File: src/rtl/multi_clock_divider.sv
// Bank of independent 50%-duty clock dividers with shadowed, glitch-free half-period updates.
// Optional CLKDIV_SYNC_EN adds a global sync input that phase-aligns all channels.

module multi_clock_divider_lane #(
  parameter int CNT_W    = 32,
  parameter int DIV_INIT = 50000000
) (
  input  logic             clk,
  input  logic             rst,
  input  logic             i_en,
  input  logic             i_sync,
  input  logic             i_wr,
  input  logic [CNT_W-1:0] i_val,
  output logic             o_clk,
  output logic             o_tick,
  output logic             o_pend
);
  localparam logic [CNT_W-1:0] H_RST = (DIV_INIT == 0) ? CNT_W'(1) : CNT_W'(DIV_INIT);

  logic [CNT_W-1:0] r_h, r_s, r_c;
  logic             r_clk, r_tick, r_pend;
  logic             w_tc;
  logic [CNT_W-1:0] w_val;

  assign w_tc  = (r_c == r_h - CNT_W'(1));
  assign w_val = (i_val == '0) ? CNT_W'(1) : i_val;

  always_ff @(posedge clk) begin
    if (rst) begin
      r_h    <= H_RST;
      r_s    <= H_RST;
      r_c    <= '0;
      r_clk  <= 1'b0;
      r_tick <= 1'b0;
      r_pend <= 1'b0;
    end else begin
      r_tick <= 1'b0;
      if (i_sync) begin
        r_c   <= '0;
        r_clk <= 1'b0;
        if (r_pend) r_h <= r_s;
        r_pend <= 1'b0;
      end else if (i_en) begin
        if (w_tc) begin
          r_c    <= '0;
          r_clk  <= ~r_clk;
          r_tick <= 1'b1;
          if (r_pend) begin
            r_h    <= r_s;
            r_pend <= 1'b0;
          end
        end else begin
          r_c <= r_c + CNT_W'(1);
        end
      end else if (r_pend) begin
        // idle channel: take the new period immediately and restart the half-period
        r_h    <= r_s;
        r_c    <= '0;
        r_pend <= 1'b0;
      end
      // a write in the same cycle lands after any application of the old shadow
      if (i_wr) begin
        r_s    <= w_val;
        r_pend <= 1'b1;
      end
    end
  end

  assign o_clk  = r_clk;
  assign o_tick = r_tick;
  assign o_pend = r_pend;
endmodule

module multi_clock_divider #(
  parameter int  NUM_CH   = 4,
  parameter int  CNT_W    = 32,
  parameter int  DIV_INIT = 50000000,
  localparam int SEL_W    = (NUM_CH > 1) ? $clog2(NUM_CH) : 1
) (
  input  logic              clk,
  input  logic              rst,
`ifdef CLKDIV_SYNC_EN
  input  logic              sync,
`endif
  input  logic [NUM_CH-1:0] en,
  input  logic              div_wr,
  input  logic [SEL_W-1:0]  div_sel,
  input  logic [CNT_W-1:0]  div_val,
  output logic [NUM_CH-1:0] clk_out,
  output logic [NUM_CH-1:0] tick,
  output logic [NUM_CH-1:0] div_pend
);
  logic              w_sync;
  logic [NUM_CH-1:0] w_wr;

`ifdef CLKDIV_SYNC_EN
  assign w_sync = sync;
`else
  assign w_sync = 1'b0;
`endif

  // out-of-range selects match no lane, so the write is dropped
  for (genvar g = 0; g < NUM_CH; g++) begin : g_lane
    assign w_wr[g] = div_wr && (div_sel == SEL_W'(g));

    multi_clock_divider_lane #(
      .CNT_W    (CNT_W),
      .DIV_INIT (DIV_INIT)
    ) u_lane (
      .clk    (clk),
      .rst    (rst),
      .i_en   (en[g]),
      .i_sync (w_sync),
      .i_wr   (w_wr[g]),
      .i_val  (div_val),
      .o_clk  (clk_out[g]),
      .o_tick (tick[g]),
      .o_pend (div_pend[g])
    );
  end
endmodule

File: config.mk
export PLATFORM = sky130hd
export DESIGN_NAME = multi_clock_divider
export DESIGN_NICKNAME = d
export VERILOG_FILES = /design/src/rtl/multi_clock_divider.sv
export SDC_FILE = /design/constraint.sdc
export NUM_CORES = 1
export LEC_CHECK = 0
export BUFFER_PORTS_ARGS = -buffer_cell sky130_fd_sc_hd__buf_4
export CAP_MARGIN = 10
export CORE_MARGIN = 1.5
export CORE_UTILIZATION = 35
export CTS_CLUSTER_DIAMETER = 200
export DETAILED_ROUTE_END_ITERATION = 10
export GPL_ROUTABILITY_DRIVEN = 0
export SETUP_SLACK_MARGIN = 0.4
export SLEW_MARGIN = 20
export SYNTH_ARGS = -nofsm -noshare
export SYNTH_HDL_FRONTEND = slang
export SYNTH_HIERARCHICAL = 1
export SYNTH_SLANG_ARGS = --single-unit
File: constraint.sdc
create_clock -name clk -period 3.2 [get_ports clk]
set_input_delay 0.32 -clock clk [delete_from_list [all_inputs] [get_ports clk]]
set_output_delay 0.32 -clock clk [all_outputs]
set_load 0.05 [all_outputs]
# ---- After elaboration in Yosys (flattened, before gate mapping)
# Index checks and enable logic that the tools add are counted.
dict set report op_classes {
  add_sub_neg 8
  eq_ne 15
  mux 41
  bitwise_logic 8
  reduce_logical 18
}
# op n
set op_table {}
lappend op_table {{$mux W32} 25}
lappend op_table {{$add A32 B1 Y32 const B} 4}
lappend op_table {{$eq A32 B32 Y1} 4}
lappend op_table {{$sub A32 B1 Y32 const B} 4}
lappend op_table {{$logic_not A32 Y1} 1}
lappend op_table {{$mux W1} 16}
lappend op_table {{$ne A3 B1 Y1 const B} 4}
lappend op_table {{$ne A2 B1 Y1 const B} 4}
lappend op_table {{$not A1 Y1} 8}
lappend op_table {{$reduce_and A2 Y1} 4}
lappend op_table {{$reduce_bool A2 Y1} 4}
lappend op_table {{$reduce_or A2 Y1} 4}
lappend op_table {{$eq A2 B2 Y1 const B} 2}
lappend op_table {{$logic_and A1 B1 Y1} 4}
lappend op_table {{$eq A2 B1 Y1 const B} 1}
lappend op_table {{$logic_not A2 Y1} 1}
dict set report word_totals {
  inputBits 41
  out_inout_bits 12
  reg_bits 396
}

# ---- Longest topological paths before layout
# Gate-level depths: netlist (run 1).
dict set report depth {
  ltp_word 5
  depth_mapped 12
  mapped_depth_nobuf 10
}

# ---- Modules after synthesis
# Netlist (run 1), hierarchy kept.
# module seq_area_each_um2 cells_per_inst area_per_inst_um2 instances
set modules_own_cells {}
lappend modules_own_cells {{multi_clock_divider_lane at g_lane[2].u_lane ...} 1981.9 638 5411.4 2}
lappend modules_own_cells {{multi_clock_divider_lane at g_lane[0].u_lane ...} 1981.9 637 5391.4 2}
lappend modules_own_cells {multi_clock_divider 0.0 5 41.3 1}

# ---- Worst setup path before layout (run 1)
# OpenSTA, ideal clock, no wires.
dict set report synth_path {
  path_type {register to register}
  start {register g_lane[0].u_lane.r_h[26]}
  end {register g_lane[0].u_lane.r_c[1]}
  arrival_time_ns 2.960
  path_slack_ns 0.114
  n_path_buf 2
  synth_period_minus_slack_ns 3.086
  stages_incl_launch_ff 11
  t_required_ns 3.074
  cell_sequence {dfxtp_1 or4_4 or4_1 a2111o_1 a22oi_1 nand4_1 or4b_4 buf_6 buf_6 a31oi_1 nor2_1}
}
dict set report synth_via {
  elab_chain_cells 4
}
# element line
set synth_rtl {}
lappend synth_rtl {{start, declared} 20} ;# logic [CNT_W-1:0] r_h, r_s, r_c;
lappend synth_rtl {{start signal, assigned} 41} ;# if (r_pend) r_h <= r_s;
lappend synth_rtl {{start signal, assigned} 49} ;# r_h <= r_s;
lappend synth_rtl {{start signal, assigned} 57} ;# r_h <= r_s;
lappend synth_rtl {{$sub A32 B1 Y32} 25} ;# assign w_tc = (r_c == r_h - CNT_W'(1));
lappend synth_rtl {{$eq A32 B32 Y1} 25}
lappend synth_rtl {{$mux W32} 44} ;# if (w_tc) begin
lappend synth_rtl {{$mux W32} 43} ;# end else if (i_en) begin
lappend synth_rtl {{end signal, assigned} 53} ;# r_c <= r_c + CNT_W'(1);
lappend synth_rtl {{end, declared} 20}
# No other way between the ends.
# A chain may end at the register's enable or synchronous reset.

# ---- Worst setup path after layout (run 1)
dict set report layout_path {
  start {register g_lane[0].u_lane.r_h[25]}
  end {register g_lane[0].u_lane.r_c[6]}
}
# Same word-level chain as after synthesis.

==> results of run 1 <==
## synthesized netlist by cell type, drive strengths merged, types with 6 or more instances
cell type and instances:
a211o 52, a21oi 16, a221o 8, a22oi 12, a31oi 22, and2 16, and3 39, and4 10
buf 44, clkbuf 122, dfxtp 396, ha 8, inv 50, mux2i 216, nand2 186, nand2b 168
nand3 88, nand4 116, nor2 288, nor2b 60, nor3 54, nor4 100, nor4b 6, o211ai 10
o21ai 56, o22ai 8, o311ai 56, or2 12, or3 18, or4 24, xnor2 126, xor2 90
## registers in the layout, summed over array words and instances (netlist names)
name,cells
g_lane.u_lane/o_clk,4
g_lane.u_lane/o_pend,4
g_lane.u_lane/o_tick,4
g_lane.u_lane/r_c,128
g_lane.u_lane/r_h,128
g_lane.u_lane/r_s,128
## critical path: stages (launching register included)
cell,delay (ps)
dfxtp_2,320
or4_4,540
or4_4,490
a2111o_1,390
a22oi_1,140
nand4_1,140
or4b_4,640
bufbuf_16,310
nand3_1,60
mux2i_1,60
## worst max path at each step
stage / slack [ps] / cells past startpoint / start / endpoint
global placement: -70 / 9 / g_lane[3].u_lane/r_h[25]$_SDFFE_PP1P_ / g_lane[3].u_lane/r_c[29]$_SDFFE_PP0P_
CTS: 20 / 9 / g_lane[0].u_lane/r_h[25]$_SDFFE_PP1P_ / g_lane[0].u_lane/r_c[6]$_SDFFE_PP0P_
global route: -80 / 10 / g_lane[2].u_lane/r_h[25]$_SDFFE_PP1P_ / g_lane[2].u_lane/r_c[15]$_SDFFE_PP0P_
finish: -7 / 9 / g_lane[0].u_lane/r_h[25]$_SDFFE_PP1P_ / g_lane[0].u_lane/r_c[6]$_SDFFE_PP0P_
floorplan: 160 / 10 / g_lane[2].u_lane/r_h[25]$_SDFFE_PP1P_ / g_lane[2].u_lane/r_c[1]$_SDFFE_PP0P_
detailed placement: -70 / 9 / g_lane[3].u_lane/r_h[25]$_SDFFE_PP1P_ / g_lane[3].u_lane/r_c[29]$_SDFFE_PP0P_
## cell usage in the layout, fill, tap and decap left out, types with 35 or more instances in the layout
cell,netlist,routed
mux2i_1,216,215
nand2b_1,168,168
nor4_1,100,83
nor3_1,54,38
o311ai_1,48,35
and3_1,38,38
nor2b_1,60,60
a211o_1,52,52
xor2_1,90,90
nor2_1,288,282
xnor2_1,126,126
nand4_1,116,116
nand2_1,184,182
nand3_1,88,80
inv_1,50,48
clkbuf_16,0,57
dfxtp_1,396,386
buf_4,8,156
## power groups by stage
| stage | Sequential, W | Combinational, W | Clock (W) |
|---|---|---|---|
| 2_1_floorplan | 0.00517 | 0.000439 | 0 |
| 3_3_place_gp | 0.00517 | 0.000678 | 0 |
| 3_5_place_dp | 0.00517 | 0.000688 | 0 |
| 4_1_cts | 0.00507 | 0.000754 | 0.00548 |
| 5_1_grt | 0.00508 | 0.000878 | 0.00572 |
| 6_report | 0.00507 | 0.000818 | 0.00534 |
## final cells by class
class	instances	area, µm²	area share (%)
Timing Repair Buffer	223	2520	9.28
Clock buffer	67	1340	4.94
Sequential cell	396	7940	29.3
Clock inverter	13	176	0.650
Tap cell	782	978	3.61
Inverter	50	188	0.692
Multi-Input combinational cell	1965	14000	51.6
## timing repair
item,in CTS,in global routing
endpoints found under the setup margin,268,268
setup buffers,14,10
pin swaps,26,50
gates cloned,18,13
gates resized for setup,72,160
## stage by stage
step,setup TNS [ps],util (%),cell area [µm²],total power [W]
finish,-8.07,44.7,27100,0.0112
global route,-1940,44.7,27100,0.0117
CTS,0,42.7,25900,0.0113
detailed placement,-1030,38.7,23500,0.00586
global placement,-1580,38.7,23500,0.00585
floorplan,0,-,21800,0.00560
## kinds of logic after synthesis
logic type | count (synthesis)
buffers and inverters | 216
xor gates and xnor gates | 216
adders and majority gates | 8
other | 1
and+or+nand+nor | 1216
DFF | 396
muxes | 216
AOI/OAI and AO/OA | 286
## routing by layer
metal	global-route usage (%)	vias up	part of all wire, %
met4	5.54	2	2.1
met1	26.2	9299	46
met3	3.28	105	6.0
met2	30.6	549	46
met5	0	-	0.020
li1	-	9444	-
==> flow_summary_export.csv, run 1 <==
group,metric,value,unit
outcome,status,"finished, violations left",
outcome,violations,"negative setup slack",
floorplan,rows,90,
power,pwr-share-seq,45.1,%
synth,synthArstFlopShare,0,%
floorplan,die-area,63400,µm²
finish,area_delta_synth_final,25.3,%
power,p_sw_share,23.7,%
grt,antenna_found_initial,1,
route,drt_wl_total,63500,µm
power,p_leak,8.98,nW
synth,syn_area,21600,µm²
worst_hold_path,holdPathStages,2,
job,drv_cap,0,
clocking,path_clk_slew,60,ps
grt,grt_max_degree,169,
sta,final.setup.worst_slack,-7.48,ps
sta,hold_slack,75.2,ps
floorplan,io_pins,53,
finish,layout-drive-gt1-share,17.9,%
synth,synth_seq_cells,396,
power,vdd_ir_drop_max,0.000332,V
placed_design,dp.cells,3361,
setup_path,cp-end-kind,"register",
synth,yosysTopAreaCell,"dfxtp_1",
clocking,holdBufCountCts,0,
clocking,clk_latency,590,ps
placed_design,dp_slack,-71.6,ps
route,dr.pass1.iters,8,
finish,fillers,5745,
synth,synth_mux_area_share,9.99,%
synth,synth-adder-area-share,0.462,%
finish,layoutNonFillerInstCount,3496,
setup_path,crit_type,"register to register",
setup_path,worstPathRequired,3680,ps
synth,synth_compound_area_share,9.90,%
placed_design,port_buffers,52,
synth,synth_cells,2555,
worst_hold_path,min_to,"g_lane[0].u_lane/r_s[19]$_SDFFE_PP1P_",
worst_hold_path,worstHoldStart,"div_val[19]",
power,p_per_area,414,nW/µm²
grt,grt_pass1_vias,18300,
synth,synth-simple-area-share,29.8,%
worst_hold_path,hp-class,"input pin to register",
sta,fmax,312,MHz
setup_path,cp_data_arrival_time,3690,ps
placed_design,hpwl,40700,µm
setup_path,cp_max_fo,5,
sta,post-route-period-util,100,%
clocking,cts_max_level,2,
sta,setup_viol,2,
power,p_clk_share,47.6,%
grt,grt_use_total,19.1,%
synth,synth_ff_type,"dfxtp_1",
finish,num_antenna_cells,0,
sta,finalMaxSlewViolations,0,
sta,finalHoldViolCount,0,
finish,fin_nets,2730,
sta,slew_headroom,34.2,%
floorplan,core,60700,µm²
clocking,cts_buffers,45,
synth,synth-xor-area-share,8.74,%
synth,yosysWarningCount,6,
clocking,clk_root_buffer_cell,"clkbuf_16",
setup_path,reg2reg_depth,9,
synth,synth-edff-count,0,
sta,post-route-min-period,3210,ps
route,drc,0,
floorplan,fp.dieH,252,µm
setup_path,timing.rr.end,"g_lane[0].u_lane/r_c[6]$_SDFFE_PP0P_",
floorplan,die_w,252,µm
power,internal_power,0.00857,W
synth,netlist.area_leader.share,36.6,%
clocking,cts_tree,"done",
floorplan,start_util,35.7,%
grt,grt_pass1_wl,98500,µm
clocking,cts.sinks,396,
power,power_frac_comb,7.3,%
route,ant_nets,0,
synth,avgSynthCellArea,8.47,µm²
setup_path,regToRegSetupSlack,-7,ps
sta,rsz0062_at_grt,"yes",
route,wl_per_cell,18.2,µm
route,drt_first_iter_violations,1233,
sta,skew,19.9,ps
setup_path,cp-start-kind,"register",
route,vias_per_cell,5.55,
synth,ys_top_cells_by_area,"dfxtp_1 (37%), mux2i_1 (10%), xnor2_1 (5.1%)",
setup_path,r2r-start,"g_lane[0].u_lane/r_h[25]$_SDFFE_PP1P_",
synth,ys_types,63,
synth,synth_top_family_by_area,"simple AND/OR/NAND/NOR gates",
power,switchingPower,0.00266,W
sta,worst_pin_slew,983,ps
clocking,cts_buffer_depth,3,
synth,ys_seq_area_share,36.6,%
grt,gr-total-overflow,0,
route,num_vias,19400,
Power figures use the tool's default switching activity.
==> inputs of run 2 (changes only) <==
--- a/config.mk
+++ b/config.mk
@@ -12,6 +12,7 @@
 export CTS_CLUSTER_DIAMETER = 200
 export DETAILED_ROUTE_END_ITERATION = 10
 export GPL_ROUTABILITY_DRIVEN = 0
+export HOLD_SLACK_MARGIN = 0.15
 export SETUP_SLACK_MARGIN = 0.4
 export SLEW_MARGIN = 20
 export SYNTH_ARGS = -nofsm -noshare
==> flow_summary_export.csv, run 2 (synthesis gave the netlist of run 1 again) <==
group,metric,value,unit
outcome,status,"finished, violations left",
outcome,violations,"negative setup slack",
grt,grt_pass1_wl,98700,µm
route,drt_wl_total,63700,µm
placed_design,place_area,23500,µm²
floorplan,start_util,35.7,%
placed_design,port_buffers,52,
clocking,cts_tree,"done",
clocking,clk_latency,590,ps
setup_path,cp_max_fo,5,
sta,post-route-min-period,3200,ps
setup_path,cp_data_arrival_time,3680,ps
sta,slew_headroom,34.3,%
worst_hold_path,hp-class,"input pin to register",
route,ant_nets,0,
sta,worst_pin_slew,982,ps
clocking,path_clk_slew,60,ps
finish,largestRegisters,"g_lane.u_lane/r_c: 128 flops, g_lane.u_lane/r_h: 128 flops, g_lane.u_lane/r_s: 128 flops",
finish,layout-drive-gt1-share,17.6,%
route,vias_per_cell,5.54,
grt,gr-total-overflow,0,
floorplan,die_w,252,µm
setup_path,critical_path.top_delay_family,"simple AND/OR/NAND/NOR gates",
power,p_per_area,410,nW/µm²
sta,fmax,312,MHz
power,power_frac_comb,7.6,%
route,drc,0,
grt,grt_use_total,19.1,%
setup_path,worst_path_most_repeated_cell,"or4_4",
sta,finalHoldViolCount,0,
job,drv_cap,0,
sta,final.setup.worst_slack,-3.97,ps
power,pwr-share-seq,45.0,%
power,vdd_ir_drop_max,0.000333,V
setup_path,crit_path_top_delay_cell,"or4b_4",
finish,final_common_cell,"dfxtp_1",
clocking,cts_max_level,2,
floorplan,io_pins,53,
floorplan,fp.dieH,252,µm
power,p_leak,9.13,nW
power,switchingPower,0.00267,W
sta,setup_viol,1,
power,p_clk_share,47.4,%
grt,antenna_found_initial,1,
sta,skew,21.8,ps
setup_path,path_buf_inv,1,
setup_path,cp-end-kind,"register",
route,drt_first_iter_violations,1372,
setup_path,worstPathRequired,3680,ps
clocking,cts_buffers,45,
clocking,cts.sinks,396,
route,num_vias,19600,
power,internal_power,0.00860,W
setup_path,path_cells,"or4_4, or4_4, a2111o_1, a22oi_1, nand4_1, or4b_4, bufbuf_16, nand3_1, mux2i_1",
finish,fin_nets,2767,
placed_design,hpwl,40700,µm
clocking,cts_buffer_depth,3,
grt,grt_max_degree,169,
sta,finalMaxSlewViolations,0,
setup_path,slowest_delay,640,ps
finish,final_cell_mix,"dfxtp_1 (386), nor2_1 (282), mux2i_1 (215)",
floorplan,rows,90,
setup_path,crit_type,"register to register",
sta,rsz0062_at_grt,"yes",
finish,postLayoutCoreUtil,45.3,%
clocking,clk_root_buffer_cell,"clkbuf_16",
finish,area_delta_synth_final,27.0,%
power,p_sw_share,23.7,%
route,dr.pass1.iters,6,
floorplan,core,60700,µm²
setup_path,cp-start-kind,"register",
route,wl_per_cell,18.0,µm
finish,num_antenna_cells,0,
floorplan,die-area,63400,µm²
grt,grt_pass1_vias,18500,
sta,post-route-period-util,100,%
finish,final_area,27500,µm²
[run 2: cell types whose count changed in the layout (fill, tap and decap cells not counted), sizes merged]
cell and change:
dlygate4sd3 +37
[run 2: stage by stage]
stage / power [W] / hold WS (ps) / std cells / setup WS (ps) / setup TNS (ps)
final: 0.0113 / 449 / 3533 / -3.97 / -3.97
after global routing: 0.0117 / 485 / 3533 / -79.4 / -1940
after CTS: 0.0113 / 422 / 3510 / 22.5 / 0
after detailed placement: 0.00586 / 468 / 3361 / -71.6 / -1030
after global placement: 0.00585 / 461 / 3361 / -72.3 / -1580
after floorplan: 0.00560 / 442 / 2570 / 164 / 0
[run 2: repair_timing]
| item | CTS | global route |
|---|---|---|
| hold buffers | 37 | 0 |
| gates cloned | 18 | 13 |
| pin swaps | 26 | 50 |
| hold endpoints to repair | 132 | 0 |
| setup endpoints to repair | 268 | 268 |
| gates resized for setup | 72 | 159 |
| buffers inserted | 14 | 10 |
[run 2: power groups by stage]
stage / Combinational [W] / Sequential, W / Clock (W)
finish: 0.000855 / 0.00507 / 0.00534
global route: 0.000916 / 0.00508 / 0.00572
CTS: 0.000791 / 0.00507 / 0.00548
detailed placement: 0.000688 / 0.00517 / 0
global placement: 0.000678 / 0.00517 / 0
floorplan: 0.000439 / 0.00517 / 0
[run 2: area by class of cell]
class | count | area, µm²
fill | 5729 | 33200
clock buffer | 67 | 1340
clock inverter | 13 | 176
tap | 782 | 978
sequential | 396 | 7940
inverter | 50 | 188
timing repair buffer | 260 | 2890
multi-input combinational | 1965 | 14000
[run 2: layer usage]
layer  track usage (%)  wire length, µm  up-vias
li1                  -                -     9510
met3              3.02             3650      115
met2              30.9            29400      534
met5                 0               10        -
met4              5.56             1350        2
met1              26.2            29300     9406
[run 2: worst paths after layout]
kind              slack, ps  cells past startpoint                               endpoint                             startpoint
setup / recovery         -4                      9   g_lane[0].u_lane/r_c[6]$_SDFFE_PP0P_  g_lane[0].u_lane/r_h[25]$_SDFFE_PP1P_
hold / removal          450                      5   g_lane[0].u_lane/o_pend$_SDFFE_PP0P_                             div_sel[1]
setup reg to reg         -4                      9   g_lane[0].u_lane/r_c[6]$_SDFFE_PP0P_  g_lane[0].u_lane/r_h[25]$_SDFFE_PP1P_
hold reg to reg         470                      2  g_lane[1].u_lane/r_h[26]$_SDFFE_PP0P_  g_lane[1].u_lane/r_s[26]$_SDFFE_PP0P_
[run 2: worst register-to-register path, stage by stage (launching register included)]
cell and delay [ps]:
dfxtp_2 320, or4_4 540, or4_4 490, a2111o_1 390
a22oi_1 140, nand4_1 140, or4b_4 640, bufbuf_16 310
nand3_1 60, mux2i_1 60
